==> src/rtl/serial_parity_receiver.sv <==
// Bit-serial parity frame receiver: deserialises DATA_W bits LSB first plus a parity bit,
// delivers each word with its parity-error flag on a single-slot valid/ready port.
module serial_parity_receiver #(
  parameter int unsigned DATA_W     = 8,
  parameter bit          PARITY_ODD = 1'b0,
  parameter int unsigned CNT_W      = 8
) (
  input  logic              clk,
  input  logic              rst_n,
  input  logic              sin_valid,
  input  logic              sin_bit,
  input  logic              sin_sof,
  output logic [DATA_W-1:0] dout,
  output logic              dout_perr,
  output logic              dout_valid,
  input  logic              dout_ready,
  output logic              frame_err,
  output logic              overrun,
  output logic [CNT_W-1:0]  err_count,
  input  logic              clr_cnt
);

  localparam int unsigned BC_W = $clog2(DATA_W + 1);

  typedef enum logic [1:0] {
    S_IDLE,
    S_DATA,
    S_PARITY
  } state_t;

  state_t            state_q, state_d;
  logic [DATA_W-1:0] shift_q, shift_d;
  logic [BC_W-1:0]   count_q, count_d;
  logic [DATA_W-1:0] dout_d;
  logic              perr_d;
  logic              valid_d;
  logic              frame_err_d;
  logic              overrun_d;
  logic [CNT_W-1:0]  cnt_d;
  logic              load;
  logic              word_err;

  // State and output registers
  always_ff @(posedge clk or negedge rst_n) begin
    if (!rst_n) begin
      state_q    <= S_IDLE;
      shift_q    <= '0;
      count_q    <= '0;
      dout       <= '0;
      dout_perr  <= 1'b0;
      dout_valid <= 1'b0;
      frame_err  <= 1'b0;
      overrun    <= 1'b0;
      err_count  <= '0;
    end else begin
      state_q    <= state_d;
      shift_q    <= shift_d;
      count_q    <= count_d;
      dout       <= dout_d;
      dout_perr  <= perr_d;
      dout_valid <= valid_d;
      frame_err  <= frame_err_d;
      overrun    <= overrun_d;
      err_count  <= cnt_d;
    end
  end

  // Next-state, deserialiser, delivery slot and error counter
  always_comb begin
    state_d     = state_q;
    shift_d     = shift_q;
    count_d     = count_q;
    dout_d      = dout;
    perr_d      = dout_perr;
    valid_d     = dout_valid;
    frame_err_d = 1'b0;
    overrun_d   = 1'b0;
    cnt_d       = err_count;
    load        = 1'b0;
    word_err    = 1'b0;

    if (dout_valid && dout_ready) begin
      valid_d = 1'b0;
    end

    if (sin_valid) begin
      if (sin_sof) begin
        // A start-of-frame always restarts; mid-frame it also flags the abort
        frame_err_d = (state_q != S_IDLE);
        shift_d     = DATA_W'(sin_bit);
        count_d     = BC_W'(1);
        state_d     = (DATA_W == 32'd1) ? S_PARITY : S_DATA;
      end else begin
        case (state_q)
          S_DATA: begin
            shift_d = shift_q | (DATA_W'(sin_bit) << count_q);
            count_d = count_q + BC_W'(1);
            if (count_d == BC_W'(DATA_W)) begin
              state_d = S_PARITY;
            end
          end
          S_PARITY: begin
            word_err = (^shift_q) ^ sin_bit ^ PARITY_ODD;
            state_d  = S_IDLE;
            count_d  = '0;
            shift_d  = '0;
            if (!dout_valid || dout_ready) begin
              load = 1'b1;
            end else begin
              overrun_d = 1'b1;
            end
          end
          default: ;
        endcase
      end
    end

    if (load) begin
      dout_d  = shift_q;
      perr_d  = word_err;
      valid_d = 1'b1;
    end

    // Clear wins over a same-cycle increment
    if (clr_cnt) begin
      cnt_d = '0;
    end else if (load && word_err && (err_count != '1)) begin
      cnt_d = err_count + CNT_W'(1);
    end
  end

endmodule

==> config.mk <==
export PLATFORM = sky130hd
export DESIGN_NAME = serial_parity_receiver
export DESIGN_NICKNAME = d
export VERILOG_FILES = /design/src/rtl/serial_parity_receiver.sv
export SDC_FILE = /design/constraint.sdc
export NUM_CORES = 1
export LEC_CHECK = 0
export BUFFER_PORTS_ARGS = -buffer_cell sky130_fd_sc_hd__buf_2
export CORE_MARGIN = 1
export CORE_UTILIZATION = 40
export CTS_BUF_LIST = sky130_fd_sc_hd__clkbuf_4
export DETAILED_ROUTE_END_ITERATION = 6
export PLACE_DENSITY = 0.59
export RECOVER_POWER = 50
export SLEW_MARGIN = 5
export SYNTH_ARGS = -nofsm -noshare
export SYNTH_HDL_FRONTEND = slang
export SYNTH_SLANG_ARGS = --single-unit
==> constraint.sdc <==
create_clock -name clk -period 2.3 [get_ports clk]
set_input_delay 0.575 -clock clk [delete_from_list [all_inputs] [get_ports clk]]
set_output_delay 0.575 -clock clk [all_outputs]
set_load 0.1 [all_outputs]
After elaboration in Yosys (flattened, before gate mapping)
Cells that the tools add are included.
- flip-flop bits (word level): 34
- input bits: 7
- output and inout bits: 20
- add/subtract/negate cells: 2
- equality and inequality tests: 5
- shift operators: 1
- multiplexer cells: 24
- bitwise logic cells: 2
- reductions and logical operators: 12
- operators by type and width (operator ; number):
    $mux 8 ; 3
    $pmux 8 s2 ; 1
    $mux 1 ; 15
    $add 8x1->8 const B ; 1
    $ne 8x8->1 const B ; 1
    $or 8x8->8 ; 1
    $pmux 4 s2 ; 1
    $reduce_xor 8->1 ; 1
    $shl 1x4->8 ; 1
    $reduce_bool 2->1 ; 3
    $add 4x1->4 const B ; 1
    $eq 4x4->1 const B ; 1
    $mux 2 ; 2
    $mux 4 ; 1
    $pmux 2 s2 ; 1
    $logic_and 1x1->1 ; 3
    $ne 3x3->1 const B ; 1
    $reduce_and 3->1 ; 1
    $reduce_bool 3->1 ; 1
    $eq 2x1->1 const B ; 1
    $eq 2x2->1 const B ; 1
    $reduce_and 2->1 ; 1
    $logic_not 1->1 ; 1
    $logic_or 1x1->1 ; 1
    $xor 1x1->1 ; 1

Longest topological paths before layout
- depth after elaboration: 10
- gate-level depth with buffers: 7
- mapped depth without buffers: 6

Least setup slack after synthesis
No wires, ideal clock.
- path type: reg2reg
- start: register err_count[0]
- end: register err_count[6]
- library setup time: 0.119 ns
- arrival time: 2.543 ns
- setup slack: -0.362 ns
- cell stages (with the launch flop): 8
- buffers on the path: 1
- clock period less this slack: 2.662 ns
- cells stage by stage: dfrtp_1 > ha_1 > and3_1 > a2111oi_1 > mux2i_2 > buf_6 > o31a_1 > o21ba_1
- word-level cells in the longest chain between the ends: 3
- elaborated cells on any way between the ends: 6
- classes of those cells: add/sub: 1; eq/ne: 1; mux: 2; reduce/logical: 2
- RTL lines (what ; RTL line ; text):
    start, declared ; 19 ; output logic [CNT_W-1:0] err_count,
    start signal, assigned ; 64 ; err_count <= cnt_d;
    $add 8x1->8 / $ne 8x8->1 (equally long branches) ; 128, 127 ;
    $mux 8 / $logic_and 1x1->1 (equally long branches) ; 127 ; end else if (load && word_err && (err_count != '1)) begin
    $mux 8 / $reduce_bool 2->1 (equally long branches) ; n/a ;
Several ways; a longest one is shown, not always the timed one. The select of a mux whose other input is x is not followed.
A chain may end at the register's enable or synchronous reset.

Worst setup path after layout
- start: register err_count[0]
- end: register err_count[3]
The elaborated chain is that of the path after synthesis.

==> summary.txt <==
Outcome
  – Run status: completed

CTS
  – Root cell of the clock tree: sky130_fd_sc_hd__clkbuf_4
  – Clock tree from TritonCTS: done
  – Clock transition time at the flip-flop clock pins of the worst setup and hold paths: approximately 0.10 ns
  – Clock network latency to the later pin of the worst-skew pair: approximately 0.34 ns
  – Longest Clk Path Bufs: 2
  – CTS HTree Levels: 2
  – Hold bufs inserted after CTS: 0
  – Sink Count: 34
  – Cts bufs inserted: 5

Global route
  – Wire length of the first global-routing pass: ~5500 µm
  – Number of global-route vias before repair: around 1,200
  – GRT Util Overall: 16.47%
  – Largest net degree at the start of global routing: 35
  – Number of antenna violations at the first check in global routing: 0
  – Remaining Overflow, GRT: 0

Drt
  – Number of remaining DRC errors: 0
  – Detail-routed net length per standard cell: between 10 and 15 µm
  – Post-DRT Antenna Nets: 0
  – Violation count after the first detailed-routing iteration: 47
  – Final WL: roughly 3400 µm
  – Drt via density: ~5.5
  – First-pass iteration count of the detailed router: 4
  – Number of vias in the routed layout: 1,342

Worst setup path
  – Launch point of the worst reg-to-reg path: err_count[0]
  – Crit-path slowest cell: sky130_fd_sc_hd__dfrtp_4
  – Worst endpoint data arrival time: approximately 2.4 ns
  – Worst Setup EP: err_count[3]
  – Maximum single-stage delay on the critical path: 0.51 ns
  – Category of the worst setup path capture point: flop
  – Worst setup path category: flop to flop
  – Required time reported for the critical path endpoint: 2.56 ns
  – Peak fanout along the critical path: 10
  – Launch point of the critical path: err_count[0]
  – Cell breakdown of the critical path: ha_2 -> and3_1 -> a2111oi_4 -> mux2i_4 -> or3_1 -> a21oi_1
  – Endpoint of the worst-slack reg-to-reg timing path: err_count[3]
  – R2R cell count: 6
  – Startpoint kind of the worst setup timing path: flop
  – Register-to-register path setup slack: 0.13 ns

Synth
  – Async S/R FF share, synth: 100.0%
  – Synth unique cells: 43
  – Share of the synthesized area in the top cell type: 48.75%
  – Avg Cell Area, Syn: around 10 µm²
  – Count of flip-flops with a built-in enable after synthesis: 0
  – Sequential element share of the synthesized area: 48.75%
  – Post-synthesis instance total: about 170
  – Cell area after technology mapping: 1745 µm²
  – YS warnings: 0
  – Largest cells by area after synthesis: sky130_fd_sc_hd__dfrtp_1 49%, sky130_fd_sc_hd__mux2_2 5.2%, sky130_fd_sc_hd__nor2_1 3.2%
  – Flop and latch count out of synthesis: 34
  – Post-synth net total: ~180
  – Yosys top cell by area: sky130_fd_sc_hd__dfrtp_1
  – Main synth FF type: sky130_fd_sc_hd__dfrtp_1

STA
  – WHS: between 0.2 and 0.3 ns
  – Max-slew violation count: 0
  – Worst clock skew: between 0.01 and 0.015 ns
  – Minimum clock period: roughly 2.2 ns
  – Transition at the pin with the smallest max-transition slack: 0.7524 ns
  – Setup repair after global routing missed its margin: no
  – Hold violation count in the final report: 0
  – Post-route clock period utilization: 94.49%
  – Worst slew margin relative to its limit: around half
  – Maximum frequency from static timing analysis: about 0.46 GHz
  – Post-route setup TNS: 0 ns
  – Final setup violating endpoints: 0

Power
  – Peak supply drop: 0.3140 mV
  – Cell leakage power: 0.9635 nW
  – Power density normalized to cell area: roughly 560 nW/µm²

Place
  – Count of input and output buffers: 26
  – Placed cells: 237
  – DP Area: between 1500 and 2000 µm²
  – Routability cong.: 0.7286
  – Final HPWL from detailed placement: about 2400 µm

Cells and area
  – Area used by multi-input combinational logic: approximately 850 µm²
  – Area occupied by registers: 864.6 µm²
  – Fill cell instance count of the final layout: 401
  – Area growth from synthesis to layout: 14.77%
  – Commonest non-fill, non-tap cell in the layout: sky130_fd_sc_hd__dfrtp_1
  – Leading cell types in the layout, fill and taps excluded: 27 x sky130_fd_sc_hd__dfrtp_1, 26 x sky130_fd_sc_hd__buf_2, 15 x sky130_fd_sc_hd__nor2_1, 13 x sky130_fd_sc_hd__nand2_1, 10 x sky130_fd_sc_hd__o21ai_0
  – Nets: 203
  – Final non-filler cell area: ~2000 µm²
  – Ratio of cells with drive above 1 in the final layout: 28.87%
  – Number of standard cells in the final layout excluding fillers: between 200 and 250
  – Antenna diode instance count: 0

Die
  – Height of the die: between 60 and 70 µm
  – DIE WIDTH: approximately 68 µm
  – Initial Utilization: between 40% and 50%
  – Core Area: 4086 µm²
  – Number of rows created at floorplan: 23
  – Total die area: 4631 µm²
  – Top-level I/O count: 27

Flow run
  – Max-cap viol count: 0

Min path
  – Hold/Removal Path Class: input port to async pin
cells in the mapped netlist, types with 2 or more instances:
cell and count:
sky130_fd_sc_hd__nor2_1 15, sky130_fd_sc_hd__ha_1 2, sky130_fd_sc_hd__nor3_1 2, sky130_fd_sc_hd__buf_2 2, sky130_fd_sc_hd__nand2_1 13, sky130_fd_sc_hd__mux2_2 8
sky130_fd_sc_hd__dfrtp_1 34, sky130_fd_sc_hd__and3_1 2, sky130_fd_sc_hd__o21ai_1 5, sky130_fd_sc_hd__nand2b_1 5, sky130_fd_sc_hd__o21a_1 3, sky130_fd_sc_hd__clkbuf_1 6
sky130_fd_sc_hd__nor2b_1 2, sky130_fd_sc_hd__or3_1 5, sky130_fd_sc_hd__xor2_1 3, sky130_fd_sc_hd__nor4_1 2, sky130_fd_sc_hd__xnor3_1 2, sky130_fd_sc_hd__o21ai_0 10
sky130_fd_sc_hd__inv_1 8, sky130_fd_sc_hd__nand3_1 5, sky130_fd_sc_hd__xnor2_1 4, sky130_fd_sc_hd__a31oi_1 5, sky130_fd_sc_hd__a21oi_1 5
per-layer routing:
| metal | wire length, µm | track usage [%] | vias up | part of all wire [%] |
|---|---|---|---|---|
| met5 | 0 | 0 | - | 0 |
| met4 | 56 | 6.250 | 0 | 1.6 |
| met3 | 161 | 5.000 | 5 | 4.7 |
| met2 | 1598 | 26.47 | 38 | 47 |
| met1 | 1585 | 20.63 | 658 | 47 |
| li1 | - | - | 641 | - |
logic make-up after synthesis:
family,count (synthesis),synth area share (%)
compound gates,37,14.55
xor+xnor,10,7.455
fa+ha+maj,2,1.433
buf+inv,18,4.444
flops,34,48.75
mux,10,6.523
simple gates,57,16.85
timing repair:
item,CTS,global route
resized for setup,0,2
setup endpoints to repair,0,3
setup buffers,0,0
area by class of cell:
cell class              count  area share (%)
clock buffers               5           1.874
clock inverters             2          0.4997
inverters                   8           1.499
multi-input cells         116           42.22
flip-flops and latches     34           43.16
well taps                  50           3.123
repair buffers             29           7.620
worst max-delay path: cells and delay by family, from the launching register on:
kind | cells | cell delay [ns]
and+or+nand+nor | 2 | 0.62
muxes | 1 | 0.17
adders and majority gates | 1 | 0.22
DFF | 1 | 0.51
AOI/OAI and AO/OA | 2 | 0.57
registers in the layout (all words and copies together), names as in the netlist:
name and flops:
dout_valid 1, frame_err 1, dout 8, shift_q 8, overrun 1, err_count 8
state_q 2, count_q 4, dout_perr 1
stage by stage:
| step | power [W] | utilization [%] | setup WS [ns] |
|---|---|---|---|
| 2_1_floorplan | 0.0007783 | - | 0.02416 |
| 3_3_place_gp | 0.0008182 | 47.34 | 0.02386 |
| 3_5_place_dp | 0.0008217 | 47.34 | -0.06392 |
| 4_1_cts | 0.001131 | 48.50 | 0.1003 |
| 5_1_grt | 0.001178 | 49.02 | 0.005061 |
| 6_report | 0.001119 | 49.02 | 0.1268 |
how the worst min path moves through the flow:
stage	from	end	slack, ns	depth (start not counted)
floorplan	rst_n	count_q[0]	0.28	0
global placement	dout_perr	dout_perr	0.46	2
detailed placement	dout[1]	dout[1]	0.49	1
CTS	rst_n	dout[1]	0.32	1
global route	rst_n	shift_q[6]	0.35	1
finish	rst_n	state_q[1]	0.30	1
report_power, final:
group          total, W  leakage (nW)  internal [W]  switching (W)
combinational  0.000165         0.484     0.0000774      0.0000880
clock          0.000302        0.0308      0.000110       0.000192
sequential     0.000651         0.448      0.000617      0.0000337
No activity file was read; power rests on OpenSTA's default activity.
